$ cat src/rtl/cpu_pkg.sv
// Shared CPU definitions: NOP encoding, XZR index, opcode constants used for
// register-select decoding, and the IF/ID pipeline record.
package cpu_pkg;

  localparam int ADDR_W_DEF  = 64;
  localparam int INSTR_W_DEF = 32;

  // Encoding loaded into IF/ID on reset and on a squash
  localparam logic [31:0] NOP_INSTR = 32'hD503201F;

  // Register 31 reads as zero; it never creates a dependency
  localparam logic [4:0] XZR_IDX = 5'd31;

  // Opcodes whose second read port selects Rt ([4:0]) instead of Rm ([20:16])
  localparam logic [10:0] OP_STUR = 11'h7C0;
  localparam logic [7:0]  OP_CBZ  = 8'hB4;

  typedef struct packed {
    logic [ADDR_W_DEF-1:0]  pc;
    logic [ADDR_W_DEF-1:0]  next_pc;
    logic [INSTR_W_DEF-1:0] instr;
    logic                   valid;
  } if_id_t;

  // reg2loc: second source register comes from the Rt field
  function automatic logic reg2loc_f(input logic [31:0] instr);
    return (instr[31:21] == OP_STUR) || (instr[31:24] == OP_CBZ);
  endfunction

endpackage

$ cat src/rtl/load_use_detect.sv
// Combinational load-use hazard detector. Compares the destination of a load
// currently in EX against both source registers of the instruction in ID.
// Shared with the ID/EX forwarding logic.
module load_use_detect
  import cpu_pkg::*;
(
  input  logic [31:0] i_id_instr,
  input  logic        i_id_valid,
  input  logic        i_ex_mem_read,
  input  logic [4:0]  i_ex_rd,
  output logic        o_lu_hz
);

  logic [4:0] w_rn;
  logic [4:0] w_rm_sel;
  logic       w_reg2loc;
  logic       w_rd_live;

  // Decode source register fields and evaluate the hazard condition
  always_comb begin
    w_rn      = i_id_instr[9:5];
    w_reg2loc = reg2loc_f(i_id_instr);
    if (w_reg2loc) begin
      w_rm_sel = i_id_instr[4:0];
    end else begin
      w_rm_sel = i_id_instr[20:16];
    end
    w_rd_live = (i_ex_rd != XZR_IDX);
    o_lu_hz   = i_id_valid & i_ex_mem_read & w_rd_live &
                ((i_ex_rd == w_rn) | (i_ex_rd == w_rm_sel));
  end

endmodule

$ cat src/rtl/if_id_stage.sv
// IF/ID pipeline register with load-use hazard detection, squash on taken
// branch and fetch PC write-enable / ID bubble generation.
// Optional performance counters are enabled by defining IF_ID_PERF_CNT_EN;
// without it stall_count and flush_count read as zero and carry no flops.
module if_id_stage
  import cpu_pkg::*;
#(
  parameter int          ADDR_W    = ADDR_W_DEF,
  parameter int          INSTR_W   = INSTR_W_DEF,
  parameter logic [31:0] NOP_INSTR = cpu_pkg::NOP_INSTR
) (
  input  logic               clk,
  input  logic               rst,
  input  logic [ADDR_W-1:0]  if_pc,
  input  logic [ADDR_W-1:0]  if_next_pc,
  input  logic [INSTR_W-1:0] if_instr,
  input  logic               flush,
  input  logic               ext_stall,
  input  logic               ex_mem_read,
  input  logic [4:0]         ex_rd,
  output logic [ADDR_W-1:0]  id_pc,
  output logic [ADDR_W-1:0]  id_next_pc,
  output logic [INSTR_W-1:0] id_instr,
  output logic               id_valid,
  output logic               pc_write_en,
  output logic               id_bubble,
  output logic [31:0]        stall_count,
  output logic [31:0]        flush_count
);

  logic [ADDR_W-1:0]  r_pc;
  logic [ADDR_W-1:0]  r_next_pc;
  logic [INSTR_W-1:0] r_instr;
  logic               r_valid;

  logic w_lu_hz;
  logic w_stall;

  load_use_detect u_load_use_detect (
    .i_id_instr    (r_instr[31:0]),
    .i_id_valid    (r_valid),
    .i_ex_mem_read (ex_mem_read),
    .i_ex_rd       (ex_rd),
    .o_lu_hz       (w_lu_hz)
  );

  // Stall / fetch-enable / bubble controls; a flush always lets fetch advance
  always_comb begin
    w_stall     = w_lu_hz | ext_stall;
    pc_write_en = ~w_stall | flush;
    id_bubble   = w_lu_hz & ~flush;
  end

  // Pipeline register update: reset > flush > stall > load
  always_ff @(posedge clk) begin
    if (rst) begin
      r_pc      <= '0;
      r_next_pc <= '0;
      r_instr   <= NOP_INSTR;
      r_valid   <= 1'b0;
    end else if (flush) begin
      r_pc      <= if_pc;
      r_next_pc <= if_next_pc;
      r_instr   <= NOP_INSTR;
      r_valid   <= 1'b0;
    end else if (w_stall) begin
      r_pc      <= r_pc;
      r_next_pc <= r_next_pc;
      r_instr   <= r_instr;
      r_valid   <= r_valid;
    end else begin
      r_pc      <= if_pc;
      r_next_pc <= if_next_pc;
      r_instr   <= if_instr;
      r_valid   <= 1'b1;
    end
  end

  assign id_pc      = r_pc;
  assign id_next_pc = r_next_pc;
  assign id_instr   = r_instr;
  assign id_valid   = r_valid;

`ifdef IF_ID_PERF_CNT_EN
  logic [31:0] r_stall_cnt;
  logic [31:0] r_flush_cnt;

  // Saturating stall counter: counts stalled cycles not overridden by a flush
  always_ff @(posedge clk) begin
    if (rst) begin
      r_stall_cnt <= 32'd0;
    end else if (w_stall && !flush && (r_stall_cnt != 32'hFFFFFFFF)) begin
      r_stall_cnt <= r_stall_cnt + 32'd1;
    end else begin
      r_stall_cnt <= r_stall_cnt;
    end
  end

  // Saturating flush counter: counts every squash cycle
  always_ff @(posedge clk) begin
    if (rst) begin
      r_flush_cnt <= 32'd0;
    end else if (flush && (r_flush_cnt != 32'hFFFFFFFF)) begin
      r_flush_cnt <= r_flush_cnt + 32'd1;
    end else begin
      r_flush_cnt <= r_flush_cnt;
    end
  end

  assign stall_count = r_stall_cnt;
  assign flush_count = r_flush_cnt;
`else
  assign stall_count = 32'd0;
  assign flush_count = 32'd0;
`endif

endmodule

$ cat config.mk
export PLATFORM = sky130hd
export DESIGN_NAME = if_id_stage
export DESIGN_NICKNAME = d
export VERILOG_FILES = /design/src/rtl/cpu_pkg.sv /design/src/rtl/load_use_detect.sv /design/src/rtl/if_id_stage.sv
export SDC_FILE = /design/constraint.sdc
export NUM_CORES = 1
export LEC_CHECK = 0
export CORE_UTILIZATION = 25
export CTS_CLUSTER_DIAMETER = 60
export DETAILED_ROUTE_END_ITERATION = 16
export HOLD_SLACK_MARGIN = 0.12
export PLACE_DENSITY = 0.63
export SLEW_MARGIN = 30
export SYNTH_ARGS = -nofsm -noshare
export SYNTH_HDL_FRONTEND = slang
export SYNTH_SLANG_ARGS = --single-unit
$ cat constraint.sdc
create_clock -name clk -period 2.89 [get_ports clk]
set_input_delay 0.4335 -clock clk [delete_from_list [all_inputs] [get_ports clk]]
set_output_delay 0.4335 -clock clk [all_outputs]
set_load 0.01 [all_outputs]
==> insert_results.sql <==
INSERT INTO impl_metrics (metric_group, metric, value, unit) VALUES
('outcome', 'outcome', 'finished clean', ''),
('floorplan', 'io_pins', '397', ''),
('yosys', 'synth.yosys.warnings', '0', ''),
('drt', 'drc', '0', ''),
('global_routing', 'grt_overflow', '0', ''),
('clock_tree', 'cts-root-buf', 'sky130_fd_sc_hd__clkbuf_16', ''),
('yosys', 'post-synth-top-area-cell', 'sky130_fd_sc_hd__dfxtp_1', ''),
('yosys', 'mappedNetlistArea', '7833', 'sq um'),
('clock_tree', 'clkSinkCount', '161', ''),
('drt', 'drt-vias-per-instance', '4.157', ''),
('sta', 'report.final.setup_viol', '0', ''),
('critical_path', 'crit_path_max_fanout', '7', ''),
('layout', 'postLayoutCellArea', '11970', 'sq um'),
('clock_tree', 'maximum_root_to_sink_buffer_count', '2', ''),
('critical_path', 'regToRegEndpoint', 'id_next_pc[36]$_SDFFE_PP0P_', ''),
('critical_path', 'cpPeakStageDelay', '350', 'ps'),
('place', 'place.port_buffers', '332', ''),
('clock_tree', 'worstSkewPairLatency', '440', 'ps'),
('drt', 'via_count', '6422', ''),
('yosys', 'synth-edff-count', '0', ''),
('layout', 'final_nets', '1306', ''),
('yosys', 'synth.yosys.seq_area_share', '41.15', '%'),
('sta', 'fin_skew', '13.21', 'ps'),
('critical_path', 'criticalPathCategory', 'flip-flop to output port', ''),
('yosys', 'postSynthCellCount', '821', ''),
('floorplan', 'row_count', '64', ''),
('sta', 'final_period_minus_worst_setup_slack', '2744', 'ps'),
('power_and_ir_drop', 'pwr_density_cell', '485.6', 'nW/um^2'),
('yosys', 'async_reset_ff_share', '0', '%'),
('sta', 'min_period_over_period', '94.96', '%'),
('power_and_ir_drop', 'power.leakage', '5.056', 'nW'),
('clock_tree', 'tritoncts_clock_tree', 'yes', ''),
('flow_run', 'timing.max_cap.violations', '0', ''),
('yosys', 'postSynthRegisterBits', '161', ''),
('critical_path', 'timing.reg2reg.worst_path_depth', '10', ''),
('drt', 'final_antenna_net_count', '0', ''),
('sta', 'rsz0062_at_grt', 'no', ''),
('drt', 'firstDrtPassIters', '4', ''),
('layout', 'layout-drive-gt1-share', '6.353', '%'),
('sta', 'tightest_slew', '543.5', 'ps'),
('critical_path', 'worst_setup_path_end_kind', 'output port', ''),
('worst_hold_path', 'hp-class', 'flip-flop to flip-flop', ''),
('layout', 'antenna_cells_inserted', '0', ''),
('drt', 'wl_per_cell', '14.60', 'microns'),
('floorplan', 'core_area', '30670', 'sq um'),
('place', 'hpwl_dp', '16060', 'microns'),
('sta', 'final-max-slew-violation-count', '0', ''),
('critical_path', 'setup.worst_path.start_class', 'flip-flop', ''),
('clock_tree', 'path_clk_slew', '60', 'ps'),
('critical_path', 'worstPathArrival', '2310', 'ps'),
('clock_tree', 'htree_levels', '4', ''),
('floorplan', 'die-width', '179', 'microns'),
('sta', 'final_hold_viol_count', '0', ''),
('floorplan', 'floorplan.die.height', '179', 'microns'),
('yosys', 'post-synth-top-area-fraction', '41.15', '%'),
('layout', 'layout_overhead_on_the_synthesized_area', '52.81', '%'),
('global_routing', 'pin_count_of_the_biggest_net_entering_global_routing', '75', ''),
('yosys', 'post_synth_num_cell_types', '32', ''),
('drt', 'route.final.wire_length', '22550', 'microns'),
('power_and_ir_drop', 'ir_drop', '353.4', 'uV'),
('yosys', 'synth_flop_cell', 'sky130_fd_sc_hd__dfxtp_1', ''),
('global_routing', 'grt_antenna_before_repair', '0', ''),
('floorplan', 'die-area', '32040', 'sq um'),
('yosys', 'synthesis.area_per_instance', '9.540', 'sq um'),
('drt', 'dr.first_iter.drc_count', '216', ''),
('critical_path', 'crit_slowest_cell', 'sky130_fd_sc_hd__dfxtp_2', ''),
('clock_tree', 'cts_hold_repair.buffers', '0', ''),
('critical_path', 'reg2reg_setup_slack', '160', 'ps'),
('place', 'dpl_cell_area', '11260', 'sq um'),
('sta', 'setup_tns', '0', 'ps'),
('sta', 'relSlewSlack', '63.77', '%');
cell usage in the layout (no fill, tap or decap), types with 17 or more instances in the layout:
master / netlist / routed
sky130_fd_sc_hd__conb_1: 1 / 64
sky130_fd_sc_hd__clkbuf_16: 0 / 17
sky130_fd_sc_hd__nand2b_1: 262 / 262
sky130_fd_sc_hd__o21ai_0: 33 / 33
sky130_fd_sc_hd__mux2i_1: 128 / 128
sky130_fd_sc_hd__clkdlybuf4s50_1: 0 / 329
sky130_fd_sc_hd__dfxtp_1: 161 / 160
sky130_fd_sc_hd__buf_4: 65 / 19
sky130_fd_sc_hd__a21oi_1: 22 / 21
sky130_fd_sc_hd__nand3_1: 47 / 47
layout make-up:
type	count	area, sq um
fillers	3100	18700
clock inverters	12	121.4
inverters	1	3.754
well taps	396	495.5
multi-input cells	601	4118
repair buffers	354	3540
clock buffers	20	466.7
flip-flops and latches	161	3224
sequential cells by signal, indices dropped and copies added (netlist names):
name and flops:
id_instr 32, id_next_pc 64, id_pc 64, id_valid 1
worst reg2reg max path: cells and delay by family, from the launching register on:
kind / cells / cell delay, ps
AND/OR/NAND/NOR: 4 / 850
buffers and inverters: 3 / 760
multiplexers: 1 / 370
flip-flops: 1 / 350
AO/OA/AOI/OAI: 2 / 340
layer usage:
metal | track usage [%] | vias to the layer above | share of wire (%)
li1 | - | 3214 | -
met1 | 14.91 | 2948 | 40
met2 | 22.81 | 241 | 49
met3 | 5.492 | 19 | 9.3
met4 | 5.120 | 0 | 1.5
met5 | 0 | - | 0
repair_timing:
| action | CTS | global route |
|---|---|---|
| buffers inserted | 1 | 0 |
| gates resized for setup | 20 | 5 |
| pin swaps | 5 | 2 |
| endpoints found under the setup margin | 2 | 2 |
| cloned | 0 | 0 |
how the worst max path moves through the flow:
stage | from | end | slack (ps)
6_report | id_instr[26]$_SDFFE_PP1N_ | id_bubble | 150
4_1_cts | id_instr[26]$_SDFFE_PP1N_ | id_bubble | 10
3_5_place_dp | ex_rd[2] | pc_write_en | -50
5_1_grt | id_instr[26]$_SDFFE_PP1N_ | pc_write_en | 3
2_1_floorplan | id_instr[21]$_SDFFE_PP0N_ | pc_write_en | 620
3_3_place_gp | ex_rd[2] | pc_write_en | -60
metrics by stage:
step | std cells | setup slack (ps) | total power [mW] | util, % | hold slack (ps)
2_1_floorplan | 884 | 622.3 | 3.022 | - | 492.6
3_3_place_gp | 1512 | -59.10 | 3.545 | 36.72 | 456.5
3_5_place_dp | 1512 | -50.16 | 3.559 | 36.72 | 461.1
4_1_cts | 1545 | 9.621 | 5.919 | 38.99 | 473.1
5_1_grt | 1545 | 2.709 | 6.087 | 39.03 | 481.7
6_report | 1545 | 145.5 | 5.812 | 39.03 | 468.0
cell usage after synthesis, drive strengths merged, types with 2 or more instances:
master / count
nor2: 5
mux2i: 128
nand2: 2
nor4b: 6
nand2b: 262
nor3: 4
clkbuf: 43
buf: 78
a21oi: 23
dfxtp: 161
xnor2: 5
and4: 3
xor2: 4
o21ai: 33
nand3: 47
a22oi: 3
nand4: 3
report_power, final:
| group | switching [mW] | internal, mW | total, mW |
|---|---|---|---|
| logic | 0.429 | 0.642 | 1.07 |
| clock network | 1.03 | 1.28 | 2.30 |
| registers | 0.0810 | 2.36 | 2.44 |
logic make-up (layout without fill, tap and decap cells):
| kind of cell | count (synthesis) | in the layout | share of synthesized area (%) |
|---|---|---|---|
| AND/OR/NAND/NOR | 335 | 335 | 26.13 |
| flip-flops | 161 | 161 | 41.15 |
| multiplexers | 128 | 128 | 16.36 |
| buffers and inverters | 122 | 387 | 10.69 |
| AO/OA/AOI/OAI | 65 | 65 | 4.617 |
| XOR/XNOR | 9 | 9 | 1.006 |
| other | 1 | 64 | 0.04788 |
Power figures use the tool's default switching activity.
